## src/rtl/serial_subtractor.sv

```systemverilog
// ---------------------------------------------------------------------------
// serial_subtractor
//   Bit-serial subtractor: diff = (num1 - num2 - bin) mod 2^WIDTH, computed
//   LSB-first, one bit per clock, through a single full-subtractor cell.
//   The borrow is carried between bits in a flop.
//
// Ports
//   clk     rising-edge clock
//   reset   asynchronous active-high reset; clears all state and outputs
//   start   request, sampled only while not busy (IDLE or FIN)
//   num1    minuend,    captured on an accepted start
//   num2    subtrahend, captured on an accepted start
//   bin     borrow-in to bit 0, captured on an accepted start
//   diff    registered result
//   borrow  registered borrow-out of the MSB (unsigned num1 < num2 + bin)
//   ovf     registered two's-complement overflow
//   busy    high while bits are being processed
//   done    one-cycle pulse when diff/borrow/ovf are updated
// ---------------------------------------------------------------------------
module serial_subtractor #(
    parameter int WIDTH = 8
) (
    input  logic             clk,
    input  logic             reset,
    input  logic             start,
    input  logic [WIDTH-1:0] num1,
    input  logic [WIDTH-1:0] num2,
    input  logic             bin,
    output logic [WIDTH-1:0] diff,
    output logic             borrow,
    output logic             ovf,
    output logic             busy,
    output logic             done
);

    localparam int CW = (WIDTH > 1) ? $clog2(WIDTH) : 1;

    typedef enum logic [1:0] {IDLE, RUN, FIN} state_t;

    state_t           r_state;
    logic [WIDTH-1:0] r_a;
    logic [WIDTH-1:0] r_b;
    logic             r_br;
    logic [CW-1:0]    r_cnt;
    logic             r_a_msb;
    logic             r_b_msb;
    logic [WIDTH-1:0] r_diff;
    logic             r_borrow;
    logic             r_ovf;
    logic             r_busy;
    logic             r_done;

    logic             w_d;
    logic             w_br_nxt;
    logic             w_last;
    logic [WIDTH-1:0] w_res;

    // Full-subtractor cell on the current LSBs of the shifting operands.
    assign w_d      = r_a[0] ^ r_b[0] ^ r_br;
    assign w_br_nxt = (~r_a[0] & r_b[0]) | (~r_a[0] & r_br) | (r_b[0] & r_br);
    assign w_last   = (r_cnt == CW'(WIDTH - 1));

    // Partial result enters from the MSB end, so after WIDTH shifts bit 0
    // sits at position 0. w_res is the complete word on the last bit's edge.
    // Only WIDTH-1 bits need storing: the newest bit comes straight from w_d.
    generate
        if (WIDTH > 1) begin : g_part
            logic [WIDTH-2:0] r_part;
            always_ff @(posedge clk or posedge reset) begin
                if (reset)
                    r_part <= '0;
                else if (r_state == RUN)
                    r_part <= w_res[WIDTH-1:1];
            end
            assign w_res = {w_d, r_part};
        end else begin : g_nopart
            assign w_res = w_d;
        end
    endgenerate

    always_ff @(posedge clk or posedge reset) begin
        if (reset) begin
            r_state  <= IDLE;
            r_a      <= '0;
            r_b      <= '0;
            r_br     <= 1'b0;
            r_cnt    <= '0;
            r_a_msb  <= 1'b0;
            r_b_msb  <= 1'b0;
            r_diff   <= '0;
            r_borrow <= 1'b0;
            r_ovf    <= 1'b0;
            r_busy   <= 1'b0;
            r_done   <= 1'b0;
        end else begin
            case (r_state)
                // FIN also accepts start so back-to-back ops run every WIDTH+1 cycles.
                IDLE, FIN: begin
                    r_done <= 1'b0;
                    if (start) begin
                        r_a     <= num1;
                        r_b     <= num2;
                        r_br    <= bin;
                        r_cnt   <= '0;
                        r_a_msb <= num1[WIDTH-1];
                        r_b_msb <= num2[WIDTH-1];
                        r_busy  <= 1'b1;
                        r_state <= RUN;
                    end else begin
                        r_state <= IDLE;
                    end
                end
                RUN: begin
                    r_a   <= r_a >> 1;
                    r_b   <= r_b >> 1;
                    r_br  <= w_br_nxt;
                    r_cnt <= r_cnt + CW'(1);
                    if (w_last) begin
                        r_diff   <= w_res;
                        r_borrow <= w_br_nxt;
                        // Signed overflow: operand signs differ and the result
                        // sign differs from the minuend's.
                        r_ovf    <= (r_a_msb ^ r_b_msb) & (w_res[WIDTH-1] ^ r_a_msb);
                        r_done   <= 1'b1;
                        r_busy   <= 1'b0;
                        r_state  <= FIN;
                    end
                end
                default: begin
                    r_state <= IDLE;
                    r_busy  <= 1'b0;
                    r_done  <= 1'b0;
                end
            endcase
        end
    end

    assign diff   = r_diff;
    assign borrow = r_borrow;
    assign ovf    = r_ovf;
    assign busy   = r_busy;
    assign done   = r_done;

endmodule
```

## config.mk

```make
export PLATFORM = sky130hd
export DESIGN_NAME = serial_subtractor
export DESIGN_NICKNAME = d
export VERILOG_FILES = /design/src/rtl/serial_subtractor.sv
export SDC_FILE = /design/constraint.sdc
export NUM_CORES = 1
export LEC_CHECK = 0
export CAP_MARGIN = 30
export CELL_PAD_IN_SITES_DETAIL_PLACEMENT = 1
export CELL_PAD_IN_SITES_GLOBAL_PLACEMENT = 1
export CORE_MARGIN = 10
export CORE_UTILIZATION = 30
export DETAILED_ROUTE_END_ITERATION = 10
export PLACE_DENSITY_LB_ADDON = 0.1
export SLEW_MARGIN = 20
export SYNTH_ARGS = -nofsm -noshare
export SYNTH_HDL_FRONTEND = slang
export SYNTH_SLANG_ARGS = --single-unit
```

## constraint.sdc

```tcl
create_clock -name clk -period 1.9 [get_ports clk]
set_input_delay 0.285 -clock clk [delete_from_list [all_inputs] [get_ports clk]]
set_output_delay 0.285 -clock clk [all_outputs]
set_load 0.01 [all_outputs]
```

==> results of run 1 <==
==> through the flow <==
step           instance area, um2  instances  hold WS [ns]
3_3_place_gp                 2170        276         0.460
2_1_floorplan                1780        176         0.390
3_5_place_dp                 2170        276         0.472
4_1_cts                      2260        284         0.454
5_1_grt                      2260        284         0.507
6_report                     2260        284         0.426
==> layer usage <==
layer,part of all wire,up-vias
met3,0.057,4
met5,0,-
met1,0.43,663
met2,0.50,28
li1,-,639
met4,0.0092,0
==> cells by family after synthesis <==
| logic type | after synthesis | synth area share |
|---|---|---|
| AO/OA/AOI/OAI | 26 | 0.0921 |
| adder cells (fa/ha/maj) | 3 | 0.0253 |
| buffers and inverters | 14 | 0.0408 |
| flip-flops | 42 | 0.590 |
| multiplexers | 8 | 0.0611 |
| AND/OR/NAND/NOR | 83 | 0.190 |
==> layout by cell type, fill, tap and decap left out, drive strengths merged <==
cell type and count:
inv 3, a22o 4, ha 2, nor2b 3, clkdlybuf4s50 31, nand3b 1
nand2b 2, nor2 16, dfrtp 42, clkinv 1, fa 1, a21oi 1
buf 5, nor3b 1, a31oi 15, nand2 59, clkbuf 7, nand3 1
mux2 8, o21ai 6
==> sequential cells by signal, summed over array words and instances (netlist names) <==
| name | flops |
|---|---|
| ovf | 1 |
| r_br | 1 |
| busy | 1 |
| r_state | 2 |
| r_a | 8 |
| diff | 8 |
| r_a_msb | 1 |
| r_b_msb | 1 |
| r_cnt | 3 |
| g_part.r_part | 7 |
| r_b | 8 |
| borrow | 1 |
==> cell type report <==
class                   count  area, um2  area share
flip-flops and latches     42       1050       0.464
multi-input cells         120        657       0.290
repair buffers             36        360       0.159
clock inverters             1       5.00     0.00221
inverters                   3       11.3     0.00497
clock buffers               7       86.3      0.0381
well taps                  75       93.8      0.0414
==> worst paths after layout <==
check                              endpoint  slack (ns)  startpoint
max                                 diff[5]        0.26    r_cnt[0]
min in group clk                       busy        0.49        busy
max in group asynchronous               ovf        1.10       reset
max reg2reg                         diff[5]        0.26    r_cnt[0]
min                        g_part.r_part[0]        0.43       reset
min reg2reg                            busy        0.49        busy
==> where the power goes <==
part / switching (uW) / total [uW] / internal [uW] / leakage [uW]
registers: 261 / 1580 / 1320 / 0.000502
clock network: 305 / 599 / 293 / 0.0000482
logic: 764 / 1510 / 750 / 0.000494
total: 1330 / 3690 / 2360 / 0.00104
==> cells in the mapped netlist <==
library cell  count
nand3_1           1
buf_2             9
fa_1              1
nand2b_1          2
a31oi_1          15
dfrtp_1          42
nand3b_2          1
nor2_1           15
nor2_2            1
nand2_1          59
a22o_1            4
inv_1             3
nor2b_1           3
nor3b_1           1
buf_6             1
mux2_2            3
o21ai_0           6
mux2_4            5
a21oi_1           1
ha_1              2
clkbuf_2          1
==> critical path, delay by kind of cell (launching register included) <==
kind | cells | cell delay (ns)
fa+ha+maj | 2 | 0.42
simple gates | 1 | 0.33
mux | 1 | 0.38
flops | 1 | 0.40
==> reports/metrics.yaml, run 1 <==
status: "completed"
clkLatencyLatePin_ns: 0.30
vias: 1334
max_slew_margin: 0.641
final.fill_count: 657
synth_top_area_share: 0.590
drt_wl_total_um: 4150
tns_ns: 0
clock_sinks: 42
cts.htree.levels: 2
use_met2: 0.157
die_y_um: 97.0
ir_worst_vdd_v: 0.000507
num_rows: 28
start_kind: "flip-flop"
timing.fmax_mhz: 609
grt-busiest-layer: "met2"
grt_setup_unrepaired: "no"
gp_congestion: 0.691
min_period_ns: 1.64
syn_nets: 199
synthTopCellsByArea: "dfrtp_1 (59%), nand2_1 (12%), a31oi_1 (5.3%), mux2_4 (4.2%), nor2_1 (3.2%)"
firstDrtPassIters: 2
globalRouteMet3Util: 0.0377
ys_warn_count: 0
fin_ws_ns: 0.258
path_cells: "ha_1 -> ha_1 -> nand3b_2 -> mux2_2"
syn_area_mm2: 0.00178
ctsHoldBuffers: 0
postSynthCellCount: 176
cp.arrival_ns: 1.83
grt_overflow: 0
nNetsFinal: 231
worst_pin_slew_ns: 0.538
fin_skew_ns: 0.00373
fp.dieW_um: 97.0
antenna_cells: 0
ctsResizeCount: 0
p_total_uw: 3690
ios: 32
start_util: 0.304
grt_max_degree: 43
cp_common_cell: "ha_1"
path_class: "flip-flop to flip-flop"
final_util: 0.387
dp_slack_ns: 0.258
grt_pass1_wl_um: 7090
synth_seq_cells: 42
die_area_mm2: 0.00942
cts_tree: "built"
ctsLongestPathBuffers: 2
cts_setup_buffers: 0
antenna_found_initial: 0
grt_pass1_vias: 1480
setup-violations-final: 0
cp_max_fo: 13
ff2ff_path_depth: 4
drv_cap: 0
dp_hpwl_um: 2870
fin_crit_sh: 0.864
vias_per_cell: 4.70
drv_slew: 0
areaGrowthSynthToFinish_pct: 27.2
end_kind: "flip-flop"
grtUsageMet1: 0.0976
syn_avg_cell_area_um2: 10.1
p_leak_uw: 0.00104
yosysSeqAreaShare: 0.590
cts.clk_slew.worst_paths_ns: 0.08
drt.antenna.violating_nets: 0
coreArea_mm2: 0.00585
clockRootBuffer: "clkbuf_8"
min_path_type: "primary input to async pin"
hold_viol: 0
slowest_delay_ns: 0.40
grt_use_total: 0.0913
required_ns: 2.08
port_buffers: 31
crit_slowest_cell: "dfrtp_1"
synth_cell_types: 21
drc_errors: 0
cts_made_buffers: 5
yosys.area.top_type: "dfrtp_1"
drive_gt1_frac: 0.105
wl_per_cell_um: 14.6
drt_iter0_drc: 47
power.density_mw_per_mm2: 1630
Power figures use the tool's default switching activity.
==> run 2: changes to the inputs <==
--- a/config.mk
+++ b/config.mk
@@ -8,8 +8,9 @@
 export CAP_MARGIN = 30
 export CELL_PAD_IN_SITES_DETAIL_PLACEMENT = 1
 export CELL_PAD_IN_SITES_GLOBAL_PLACEMENT = 1
-export CORE_MARGIN = 10
+export CORE_MARGIN = 3
 export CORE_UTILIZATION = 30
+export CTS_CLUSTER_DIAMETER = 80
 export DETAILED_ROUTE_END_ITERATION = 10
 export PLACE_DENSITY_LB_ADDON = 0.1
 export SLEW_MARGIN = 20
==> reports/metrics.yaml, run 2 (synthesized netlist as in run 1, its figures left out) <==
cts.clk_slew.worst_paths_ns: 0.08
required_ns: 2.09
min_path_type: "primary input to async pin"
cp.depth: 4
setup.worst_path.end: "diff[6]"
coreArea_mm2: 0.00564
antenna_found_initial: 0
firstDrtPassIters: 3
cp_common_cell: "ha_1"
p_leak_uw: 0.00104
ir_worst_vdd_v: 0.000521
final_cell_mix: "nand2_1 (59), dfrtp_1 (42), clkdlybuf4s50_1 (31), nor2_1 (15), a31oi_1 (15)"
hold_viol: 0
grt_use_total: 0.127
port_buffers: 31
path_cells: "ha_1 -> ha_1 -> nand3b_2 -> mux2_2"
fin_crit_sh: 0.854
clock_sinks: 42
dp_hpwl_um: 2720
ctsLongestPathBuffers: 2
ff2ff_path_depth: 4
crit_buf_inv: 0
start_util: 0.316
cts_made_buffers: 5
start_kind: "flip-flop"
die_area_mm2: 0.00690
crit_family: "adder cells"
gp_congestion: 0.685
drt.antenna.violating_nets: 0
final_common_cell: "nand2_1"
grt_setup_unrepaired: "no"
cts_tree: "built"
drt_wl_total_um: 3910
grt_pass1_wl_um: 7130
ios: 32
drv_slew: 0
tns_ns: 0
min_period_ns: 1.62
clockRootBuffer: "clkbuf_8"
status: "completed"
grt_pass1_vias: 1545
drv_cap: 0
regToRegStartpoint: "r_cnt[0]"
setup-violations-final: 0
cp_max_fo: 13
max_slew_margin: 0.641
reg2reg_to: "diff[6]"
drt_iter0_drc: 66
rrSetupSlack_ns: 0.28
areaGrowthSynthToFinish_pct: 26.6
drc_errors: 0
grt_max_degree: 43
drive_gt1_frac: 0.100
wl_per_cell_um: 13.9
vias_per_cell: 4.78
num_rows: 27
crit_start: "r_cnt[0]"
die_y_um: 83.0
ctsHoldBuffers: 0
vias: 1343
worst_pin_slew_ns: 0.539
cts.htree.levels: 2
cp.arrival_ns: 1.81
fp.dieW_um: 83.0
stdcell_area_mm2: 0.00225
end_kind: "flip-flop"
fin_skew_ns: 0.00638
power.density_mw_per_mm2: 1630
antenna_cells: 0
slowest_delay_ns: 0.40
nNetsFinal: 232
place_area_mm2: 0.00218
ctsResizeCount: 0
timing.fmax_mhz: 616
crit_slowest_cell: "dfrtp_1"
clkLatencyLatePin_ns: 0.30
cts_setup_buffers: 0
path_class: "flip-flop to flip-flop"
grt_overflow: 0
[run 2: cell types whose count changed in the layout (fill, tap and decap cells not counted), sizes merged]
cell	previous run	this run
buf	5	6
clkinv	1	0
[run 2: final cells by class]
type / instances / area, um2
Fill cell: 645 / 3390
Clock buffer: 7 / 76.3
Inverter: 3 / 11.3
Timing Repair Buffer: 37 / 368
Tap cell: 72 / 90.1
Multi-Input combinational cell: 120 / 657
Sequential cell: 42 / 1050
[run 2: worst min-delay path by stage]
stage,start,endpoint,slack [ns],cells after the start
final,reset,g_part.r_part[3],0.43,3
after global routing,reset,diff[1],0.49,3
after CTS,reset,diff[3],0.45,3
after detailed placement,busy,busy,0.47,2
after global placement,busy,busy,0.46,2
after floorplan,num1[7],r_a_msb,0.39,2
[run 2: tightest hold or removal path, cell delays in order]
cell	delay [ns]
clkdlybuf4s50_1	0.40
inv_1	0.05
buf_4	0.45
[run 2: layer usage]
metal	up-vias	track usage	share of wire	wire, um
li1	645	-	-	-
met1	663	0.149	0.45	1750
met2	26	0.217	0.49	1930
met3	9	0.0308	0.037	143
met4	0	0.0594	0.024	95
met5	-	0	0	0
[run 2: metrics by stage]
step           setup WS (ns)  cells  total power, uW   util  hold WS (ns)
5_1_grt                0.206    281             4020  0.399         0.485
3_5_place_dp           0.271    274             3170  0.386         0.471
6_report               0.277    281             3660  0.399         0.434
2_1_floorplan          0.445    176             2580      -         0.390
4_1_cts                0.264    281             3740  0.399         0.452
3_3_place_gp           0.302    274             3100  0.386         0.458
[run 2: where the power goes]
group / internal (uW) / switching (uW) / leakage, uW
logic: 768 / 770 / 0.000499
clock network: 253 / 289 / 0.0000383
registers: 1320 / 260 / 0.000502
